$ cat src/rtl/match_frame_counter.sv
`default_nettype none
// ============================================================================
// Module   : match_frame_counter
// Brief    : Counts 101-detector matches over fixed-length frames and hands
//            each frame's count out through a one-entry valid/ready register.
// Revision : 1.0 - initial release
// ============================================================================
module match_frame_counter #(
    parameter int FRAME_LEN = 16,
    parameter int CNT_W     = 4
) (
    input  logic             clk,
    input  logic             reset,
    input  logic             bit_valid,
    input  logic             match_in,
    input  logic             frame_sync,
    output logic [CNT_W-1:0] cnt_out,
    output logic             cnt_sat,
    output logic [7:0]       frame_num,
    output logic             cnt_valid,
    input  logic             cnt_ready,
    output logic             overflow
);

    localparam int POS_W = (FRAME_LEN > 2) ? $clog2(FRAME_LEN) : 1;
    localparam logic [POS_W-1:0] c_last    = POS_W'(FRAME_LEN - 1);
    localparam logic [CNT_W-1:0] c_acc_max = {CNT_W{1'b1}};

    typedef enum logic [0:0] {
        S_EMPTY = 1'b0,
        S_FULL  = 1'b1
    } state_t;

    state_t           r_state;
    state_t           w_state_nxt;
    logic [POS_W-1:0] r_pos;
    logic [CNT_W-1:0] r_acc;
    logic             r_acc_sat;
    logic [7:0]       r_fnum;
    logic [CNT_W-1:0] r_cnt_out;
    logic             r_cnt_sat;
    logic [7:0]       r_frame_num;
    logic             r_overflow;

    logic             w_acc_at_max;
    logic [CNT_W-1:0] w_acc_next;
    logic             w_acc_sat_next;
    logic             w_complete;
    logic             w_load;
    logic             w_drop;

    // Saturating accumulate; the same value is the frame result on completion.
    assign w_acc_at_max   = (r_acc == c_acc_max);
    assign w_acc_next     = (match_in && !w_acc_at_max) ? r_acc + CNT_W'(1) : r_acc;
    assign w_acc_sat_next = r_acc_sat | (match_in & w_acc_at_max);
    assign w_complete     = bit_valid && !frame_sync && (r_pos == c_last);

    always_ff @(posedge clk) begin
        if (reset) begin
            r_pos     <= '0;
            r_acc     <= '0;
            r_acc_sat <= 1'b0;
            r_fnum    <= '0;
        end else if (frame_sync) begin
            // A bit arriving with the sync is the new frame's first bit.
            r_pos     <= bit_valid ? POS_W'(1) : '0;
            r_acc     <= bit_valid ? CNT_W'(match_in) : '0;
            r_acc_sat <= 1'b0;
        end else if (bit_valid) begin
            if (r_pos == c_last) begin
                r_pos     <= '0;
                r_acc     <= '0;
                r_acc_sat <= 1'b0;
                r_fnum    <= r_fnum + 8'd1;
            end else begin
                r_pos     <= r_pos + POS_W'(1);
                r_acc     <= w_acc_next;
                r_acc_sat <= w_acc_sat_next;
            end
        end
    end

    always_ff @(posedge clk) begin
        if (reset) begin
            r_state <= S_EMPTY;
        end else begin
            r_state <= w_state_nxt;
        end
    end

    always_comb begin
        w_state_nxt = r_state;
        w_load      = 1'b0;
        w_drop      = 1'b0;
        case (r_state)
            S_EMPTY: begin
                if (w_complete) begin
                    w_load      = 1'b1;
                    w_state_nxt = S_FULL;
                end
            end
            S_FULL: begin
                if (w_complete) begin
                    if (cnt_ready) begin
                        w_load = 1'b1;
                    end else begin
                        w_drop = 1'b1;
                    end
                end else if (cnt_ready) begin
                    w_state_nxt = S_EMPTY;
                end
            end
            default: w_state_nxt = S_EMPTY;
        endcase
    end

    always_ff @(posedge clk) begin
        if (reset) begin
            r_cnt_out   <= '0;
            r_cnt_sat   <= 1'b0;
            r_frame_num <= '0;
            r_overflow  <= 1'b0;
        end else begin
            if (w_load) begin
                r_cnt_out   <= w_acc_next;
                r_cnt_sat   <= w_acc_sat_next;
                r_frame_num <= r_fnum;
            end
            if (w_drop) begin
                r_overflow <= 1'b1;
            end
        end
    end

    assign cnt_out   = r_cnt_out;
    assign cnt_sat   = r_cnt_sat;
    assign frame_num = r_frame_num;
    assign cnt_valid = (r_state == S_FULL);
    assign overflow  = r_overflow;

endmodule
`default_nettype wire

$ cat config.mk
export PLATFORM = sky130hd
export DESIGN_NAME = match_frame_counter
export DESIGN_NICKNAME = d
export VERILOG_FILES = /design/src/rtl/match_frame_counter.sv
export SDC_FILE = /design/constraint.sdc
export NUM_CORES = 1
export LEC_CHECK = 0
export CAP_MARGIN = 15
export CELL_PAD_IN_SITES_DETAIL_PLACEMENT = 1
export CELL_PAD_IN_SITES_GLOBAL_PLACEMENT = 1
export CORE_MARGIN = 1
export CORE_UTILIZATION = 37
export DETAILED_ROUTE_END_ITERATION = 8
export GPL_TIMING_DRIVEN = 1
export PLACE_DENSITY_LB_ADDON = 0.1
export SYNTH_ARGS = -nofsm -noshare
export SYNTH_HDL_FRONTEND = slang
export SYNTH_SLANG_ARGS = --single-unit
$ cat constraint.sdc
create_clock -name clk -period 2.48 [get_ports clk]
set_clock_uncertainty 0.1 [all_clocks]
set_input_delay 0.372 -clock clk [delete_from_list [all_inputs] [get_ports clk]]
set_output_delay 0.372 -clock clk [all_outputs]
set_load 0.02 [all_outputs]
* After elaboration in Yosys (flattened, before gate mapping)
Cells that the tools add are included.
** Word-level totals
- Bits in read-only memories :: 0
- Memories :: 0
- Input port bits :: 6
- Bits in latches :: 0
- Flip-flop bits (word level) :: 32
- RAM bits :: 0
- Logic and storage cells :: 45
** Operators by class
- Add/subtract/negate cells :: 3
- Order comparisons :: 0
- Reductions and logical operators :: 8
- Equality and inequality tests :: 2
- Multipliers :: 0
- Bitwise gates (word level) :: 4
- Divide/modulo/power cells :: 0
- Mux-type cells :: 19
- Shift operators :: 0
** Operator list (number)
- $mux W4 :: 7
- $mux W1 :: 10
- $add A4 B1 Y4 const B :: 2
- $add A8 B1 Y8 const B :: 1
- $eq A4 B4 Y1 const B :: 2
- $pmux W1 S2 :: 2
- $logic_and A1 B1 Y1 :: 3
- $reduce_and A3 Y1 :: 1
- $logic_not A1 Y1 :: 2
- $not A1 Y1 :: 2
- $reduce_bool A2 Y1 :: 1
- $reduce_or A2 Y1 :: 1
- $and A1 B1 Y1 :: 1
- $or A1 B1 Y1 :: 1

* Longest topological paths before layout
Gate-level depths: netlist (run 1).
- Depth in word-level cells :: 7
- Mapped depth :: 6

* Least setup slack after synthesis (run 1)
Ideal clock, no wire load.
- Kind :: reg2reg
- Start :: reg r_pos[1]
- End :: reg r_cnt_out[2] (netlist: cnt_out[2])
- Path buffers :: 1
- Arrival time :: 1.521 ns
- Required time :: 2.252 ns
- Period minus slack after synthesis :: 1.748 ns
- Library setup time :: 0.128 ns
- Path slack :: 0.732 ns
- Stages on the path, launching flop included :: 7
- Cells stage by stage :: dfxtp_1 ha_1 nand4_2 nor3_4 buf_6 mux2i_1 nor2_1
** Between the ends
- Longest elaborated chain between the ends :: 4
** Ends and longest elaborated chain
- start: declaration :: RTL line 36 : logic [POS_W-1:0] r_pos;
- start signal: assignment :: RTL line 66 : r_pos <= bit_valid ? POS_W'(1) : '0;
- start signal: assignment :: RTL line 76 : r_pos <= r_pos + POS_W'(1);
- $eq A4 B4 Y1 (*) :: RTL line 56 : assign w_complete = bit_valid && !frame_sync && (r_pos == c_last);
- $logic_and A1 B1 Y1 (*) :: RTL line 56
- $mux W1, on equally long branches :: RTL line 103, 97
- $pmux W1 S2 (*) :: RTL line 95 : case (r_state)
- end signal: assignment :: RTL line 125 : r_cnt_out <= w_acc_next;
- end: declaration :: RTL line 40 : logic [CNT_W-1:0] r_cnt_out;
Every way passes the cells marked *; elsewhere a longest branch is shown, timed or not.
A chain may end at the register's enable or synchronous reset.

* Worst setup path in the final report (run 1)
- Start :: reg r_pos[1]
- End :: reg r_fnum[5]
** Between the ends
- Longest elaborated chain between the ends :: 2
** Ends and longest elaborated chain
- $eq A4 B4 Y1 :: RTL line 70 : if (r_pos == c_last) begin
- $reduce_and A3 Y1 (no source line)
- end signal: assignment :: RTL line 74 : r_fnum <= r_fnum + 8'd1;
- end: declaration :: RTL line 39 : logic [7:0] r_fnum;
Every way passes these cells.

==> results of run 1 <==
==> final cells by class <==
type,instances,share of cell area
repair buffers,24,0.132
multi-input cells,110,0.407
well taps,46,0.0331
clock inverters,1,0.00432
flip-flops and latches,32,0.369
inverters,2,0.00432
clock buffers,7,0.0497
==> layer usage <==
metal / vias to the layer above / wire (um) / track usage / share of wire
met4: 0 / 71 / 0.0966 / 0.022
met2: 17 / 1630 / 0.319 / 0.50
met5: - / 0 / 0 / 0
met1: 564 / 1430 / 0.222 / 0.44
met3: 6 / 114 / 0.0652 / 0.035
li1: 565 / - / - / -
==> worst max-delay path, cell delays in order (launching register included) <==
cell     delay (ps)
dfxtp_1         380
ha_1            250
nand3_1         340
nor4_1          500
xnor2_1         180
nor2_1           50
==> final timing paths <==
path / to / slack, ps / depth (start not counted)
worst min-delay path: overflow / 380 / 2
worst max-delay path: r_fnum[5] / 580 / 5
worst max register to register: r_fnum[5] / 580 / 5
worst min register to register: overflow / 380 / 2
==> cells by family after synthesis <==
logic type,Yosys count,share of synthesized area
xor gates and xnor gates,10,0.0630
DFF,32,0.460
buffers and inverters,9,0.0306
muxes,13,0.0935
AOI/OAI and AO/OA,17,0.0818
and+or+nand+nor,67,0.244
adders and majority gates,3,0.0270
==> flip-flops by register name, indices dropped and copies added (netlist names) <==
signal,flops
overflow,1
r_acc_sat,1
cnt_out,4
cnt_valid,1
r_fnum,8
cnt_sat,1
r_acc,4
frame_num,8
r_pos,4
==> power breakdown <==
group | internal [mW] | switching, mW
logic | 0.0196 | 0.0258
clock network | 0.225 | 0.193
registers | 0.517 | 0.00344
==> metrics by stage <==
stage	worst slack (ps)	instances	total power, mW	util	cell area, um^2
after floorplan	732	151	0.558	-	1390
after global placement	404	214	0.576	0.474	1640
after detailed placement	266	214	0.578	0.474	1640
after CTS	587	222	1.00	0.501	1740
after global routing	365	222	1.03	0.501	1740
final	583	222	0.984	0.501	1740
==> layout by cell type, fill, tap and decap left out, types with 2 or more instances in the layout <==
| cell type | instances |
|---|---|
| dfxtp_1 | 32 |
| nor2_1 | 25 |
| clkdlybuf4s50_1 | 20 |
| mux2i_1 | 13 |
| nand2_1 | 10 |
| xnor2_1 | 8 |
| nand3_1 | 7 |
| a21oi_1 | 6 |
| clkbuf_8 | 6 |
| a31oi_1 | 4 |
| buf_4 | 4 |
| nand2b_1 | 3 |
| nor3_1 | 3 |
| nor4_1 | 3 |
| nor2b_1 | 3 |
| ha_1 | 3 |
| inv_1 | 2 |
| or2_2 | 2 |
| o21ai_0 | 2 |
| nand4_1 | 2 |
| nor2_2 | 2 |
| a211oi_2 | 2 |
| nor3b_1 | 2 |
| xor2_1 | 2 |
==> impl_metrics.toml, run 1 <==
[run_status]
outcome = "complete, no violations"

[setup_path]
crit_fanout = 10
arrival_ps = 1980
critical_path_class = "reg2reg"
end_kind = "register"
start_kind = "register"
worstSetupStartpoint = "r_pos[1]"
crit_required_ps = 2560
rr_startpoint = "r_pos[1]"

[clock_tree]
tritoncts = "done"
clkSlewWorstSetupHoldPaths_ps = 70
cts-htree-levels = 2
post_cts_resized = 0
cts_buffers = 5
hold_buffers = 0
postCtsSetupBuffers = 0
insertion_delay_ps = 290
clock_sinks = 32
root_buffer = "clkbuf_8"
ctsLongestPathBuffers = 2

[global_routing]
grt_pass1_vias = 1248
gr-usage-all-layers = 0.194
grt_pass1_wl_um = 5860
grt-ovfl-total = 0
grt_start_max_net_pins = 17
antenna_found_initial = 0

[final_layout]
layout.nets = 184
area_delta_synth_final_pct = 24.9
multiInputGateArea_um2 = 708
seq_area_um2 = 641
final_layout_size_suffix_gt1_frac = 0.108
num-fill-cells = 416
diodes = 0

[sta]
worst_pin_slew_ps = 409
timing.fmax_mhz = 527
slew_viol_final = 0
rsz0062_at_grt = "no"
final_hold_viol_count = 0
setup_viol = 0
period_share = 0.765
hold_ws_ps = 376
period_needed_ps = 1900
fin_setup_tns_ps = 0
maxSlewHeadroom = 0.727

[synth]
ys_seq_area_frac = 0.460
ys_ff_latch = 32
synth-edff-count = 0
synth_top_area_frac = 0.460
synth_top_area_cell = "dfxtp_1"
synth.avg_cell_area_um2 = 9.21
ys.flop_type = "dfxtp_1"
synth_most_common_cell = "dfxtp_1"
synthCells = 151
yosysWarningCount = 0
synth_nets = 160
synthTopCellsByCount = "dfxtp_1, nor2_1, mux2i_1, nand2_1, xnor2_1"
async_flop_share = 0
synth_area_mm2 = 0.00139
synth_area_leaders = "dfxtp_1, mux2i_1, nor2_1, xnor2_1, ha_1"
ys_types = 33

[placed_design]
place_hpwl_um = 2320
port_buffers = 20
routabilityCongestion = 0.781

[floorplan]
die_x_um = 63.3
rows = 21
start_util = 0.401
die_height_um = 63.3
num_io_pins = 21
coreArea_mm2 = 0.00347
die_area_mm2 = 0.00401

[routing]
ant_nets = 0
drt_iter0_markers = 50
dr.pass1.iters = 4
wl_per_cell_um = 14.6
drc = 0
routed_wl_um = 3240
routed_via_density = 5.19
vias = 1152

[job]
cap_violations = 0

[min_path]
hold_path_class = "reg2reg"
min_from = "overflow"

[power]
vdd_ir_drop_max_v = 0.000297
p_leak_nw = 0.577
power_density_mw_per_mm2 = 566
Note: power is estimated with default switching activity, not from simulation.
==> run 2: changes to the inputs <==
==> constraint.sdc (replaced) <==
create_clock -name clk -period 1.9 [get_ports clk]
set_clock_uncertainty 0.1 [all_clocks]
set_input_delay 0.285 -clock clk [delete_from_list [all_inputs] [get_ports clk]]
set_output_delay 0.285 -clock clk [all_outputs]
set_load 0.02 [all_outputs]
==> run 2 against run 1 <==
  * Setup slack got worse by 450 ps
  * Critical path depth unchanged
  * Die area is the same
  * Register-to-register slack worse by 450 ps
  * Hold slack better by 4.1 ps
  * Clock-buffer cell count increased by 1
  * Maximum frequency is 7.1% higher
  * Utilization rose by 1.2 points
  * Non-clock buffer count increased by 6
  * Critical endpoint is now r_fnum[7]
==> impl_metrics.toml, run 2 (synthesis results as in run 1) <==
[run_status]
outcome = "complete, no violations"

[final_layout]
design_area_mm2 = 0.00178
final_common_cell = "dfxtp_1"
seq_area_um2 = 641
area_delta_synth_final_pct = 27.9
layout.nets = 190
multiInputGateArea_um2 = 708
num-fill-cells = 428
diodes = 0
final_layout_size_suffix_gt1_frac = 0.132
final_cell_mix = "dfxtp_1, nor2_1, clkdlybuf4s50_1"

[clock_tree]
ctsLongestPathBuffers = 2
postCtsSetupBuffers = 0
clock_sinks = 32
insertion_delay_ps = 270
cts-htree-levels = 2
root_buffer = "clkbuf_8"
cts_buffers = 5
post_cts_resized = 0
hold_buffers = 0
clkSlewWorstSetupHoldPaths_ps = 60
tritoncts = "done"

[global_routing]
gr-usage-all-layers = 0.170
grt_start_max_net_pins = 14
grt_pass1_vias = 1153
grt_pass1_wl_um = 5350
grt-ovfl-total = 0
antenna_found_initial = 0

[sta]
rsz0062_at_grt = "no"
setup_slack_ps = 129
setup_viol = 0
period_share = 0.932
worst_pin_slew_ps = 424
maxSlewHeadroom = 0.715
final_hold_viol_count = 0
timing.fmax_mhz = 565
slew_viol_final = 0
period_needed_ps = 1770

[setup_path]
arrival_ps = 1840
crit_chain = "ha_1 > nand3_1 > nor4_1 > xnor2_1 > nor2_1"
rr_startpoint = "r_pos[1]"
crit_fanout = 6
worstRegToRegCells = 5
end_kind = "register"
start_kind = "register"
crit_required_ps = 1960
slowest_stage = "nor4_1"
critPathBufInv = 0
rr_endpoint = "r_fnum[7]"
critical_path_class = "reg2reg"
rrSetupSlack_ps = 130
cp_top_family = "simple AND/OR/NAND/NOR gates"
crit_path_max_incr_delay_ps = 480

[power]
p_leak_nw = 0.606
vdd_ir_drop_max_v = 0.000401
power_density_mw_per_mm2 = 715

[min_path]
hold_path_class = "reg2reg"
whs_path_depth = 2
min_from = "overflow"
hold_end = "overflow"

[placed_design]
routabilityCongestion = 0.772
placed_area_mm2 = 0.00169
place_ws_ps = -55.4
port_buffers = 20
place_hpwl_um = 2380

[routing]
ant_nets = 0
dr.pass1.iters = 4
drc = 0
routed_wl_um = 3140
drt_iter0_markers = 51
routed_via_density = 5.03
vias = 1147
wl_per_cell_um = 13.8

[floorplan]
coreArea_mm2 = 0.00347
die_x_um = 63.3
die_area_mm2 = 0.00401
die_height_um = 63.3
rows = 21
start_util = 0.401
num_io_pins = 21

[job]
cap_violations = 0
run 2: worst register-to-register path: cells and delay by family, from the launching register on:
family / cells / cell delay, ps
XOR/XNOR: 1 / 180
flip-flops: 1 / 370
AND/OR/NAND/NOR: 3 / 750
adder cells (fa/ha/maj): 1 / 250
run 2: how the worst max path moves through the flow:
stage	from	to	slack, ps	cells after the start
finish	r_pos[1]	r_fnum[7]	130	5
global route	r_pos[1]	r_fnum[7]	20	5
CTS	r_pos[1]	r_fnum[7]	110	5
detailed placement	bit_valid	r_fnum[7]	-60	5
global placement	bit_valid	r_fnum[7]	20	5
floorplan	r_pos[1]	cnt_out[2]	150	6
run 2: final cells by class:
type,instances,area share
inverters,2,0.00422
flip-flops and latches,32,0.360
clock buffers,8,0.0506
multi-input cells,110,0.398
repair buffers,30,0.155
well taps,46,0.0323
run 2: where the power goes:
group | leakage [nW] | internal (mW) | switching, mW | total (mW)
Clock | 0.0455 | 0.295 | 0.233 | 0.529
Sequential | 0.258 | 0.675 | 0.00431 | 0.679
Combinational | 0.302 | 0.0296 | 0.0347 | 0.0643
Total | 0.606 | 1.00 | 0.272 | 1.27
run 2: layer usage:
layer	track usage	vias up	part of all wire	wire length (um)
li1	-	581	-	-
met1	0.203	549	0.46	1440
met2	0.295	15	0.51	1600
met3	0.0453	2	0.028	88
met4	0.0511	0	0.0038	12
met5	0	-	0	0
run 2: per-stage QoR:
stage                     setup TNS, ps  power, mW  std cells  hold WS [ps]   util
after floorplan                       0      0.728        151           355      -
after global placement                0      0.757        220           350  0.487
after detailed placement          -55.4      0.758        220           366  0.487
after CTS                             0       1.29        228           381  0.513
after global routing                  0       1.32        228           408  0.513
final                                 0       1.27        228           380  0.513
==> run 3: changes to the inputs <==
--- a/config.mk
+++ b/config.mk
@@ -16,3 +16,4 @@
 export SYNTH_ARGS = -nofsm -noshare
 export SYNTH_HDL_FRONTEND = slang
 export SYNTH_SLANG_ARGS = --single-unit
+export TNS_END_PERCENT = 10
==> results of run 3 <==
Same layout as run 2: the final DEF is identical, and so are final timing and power.
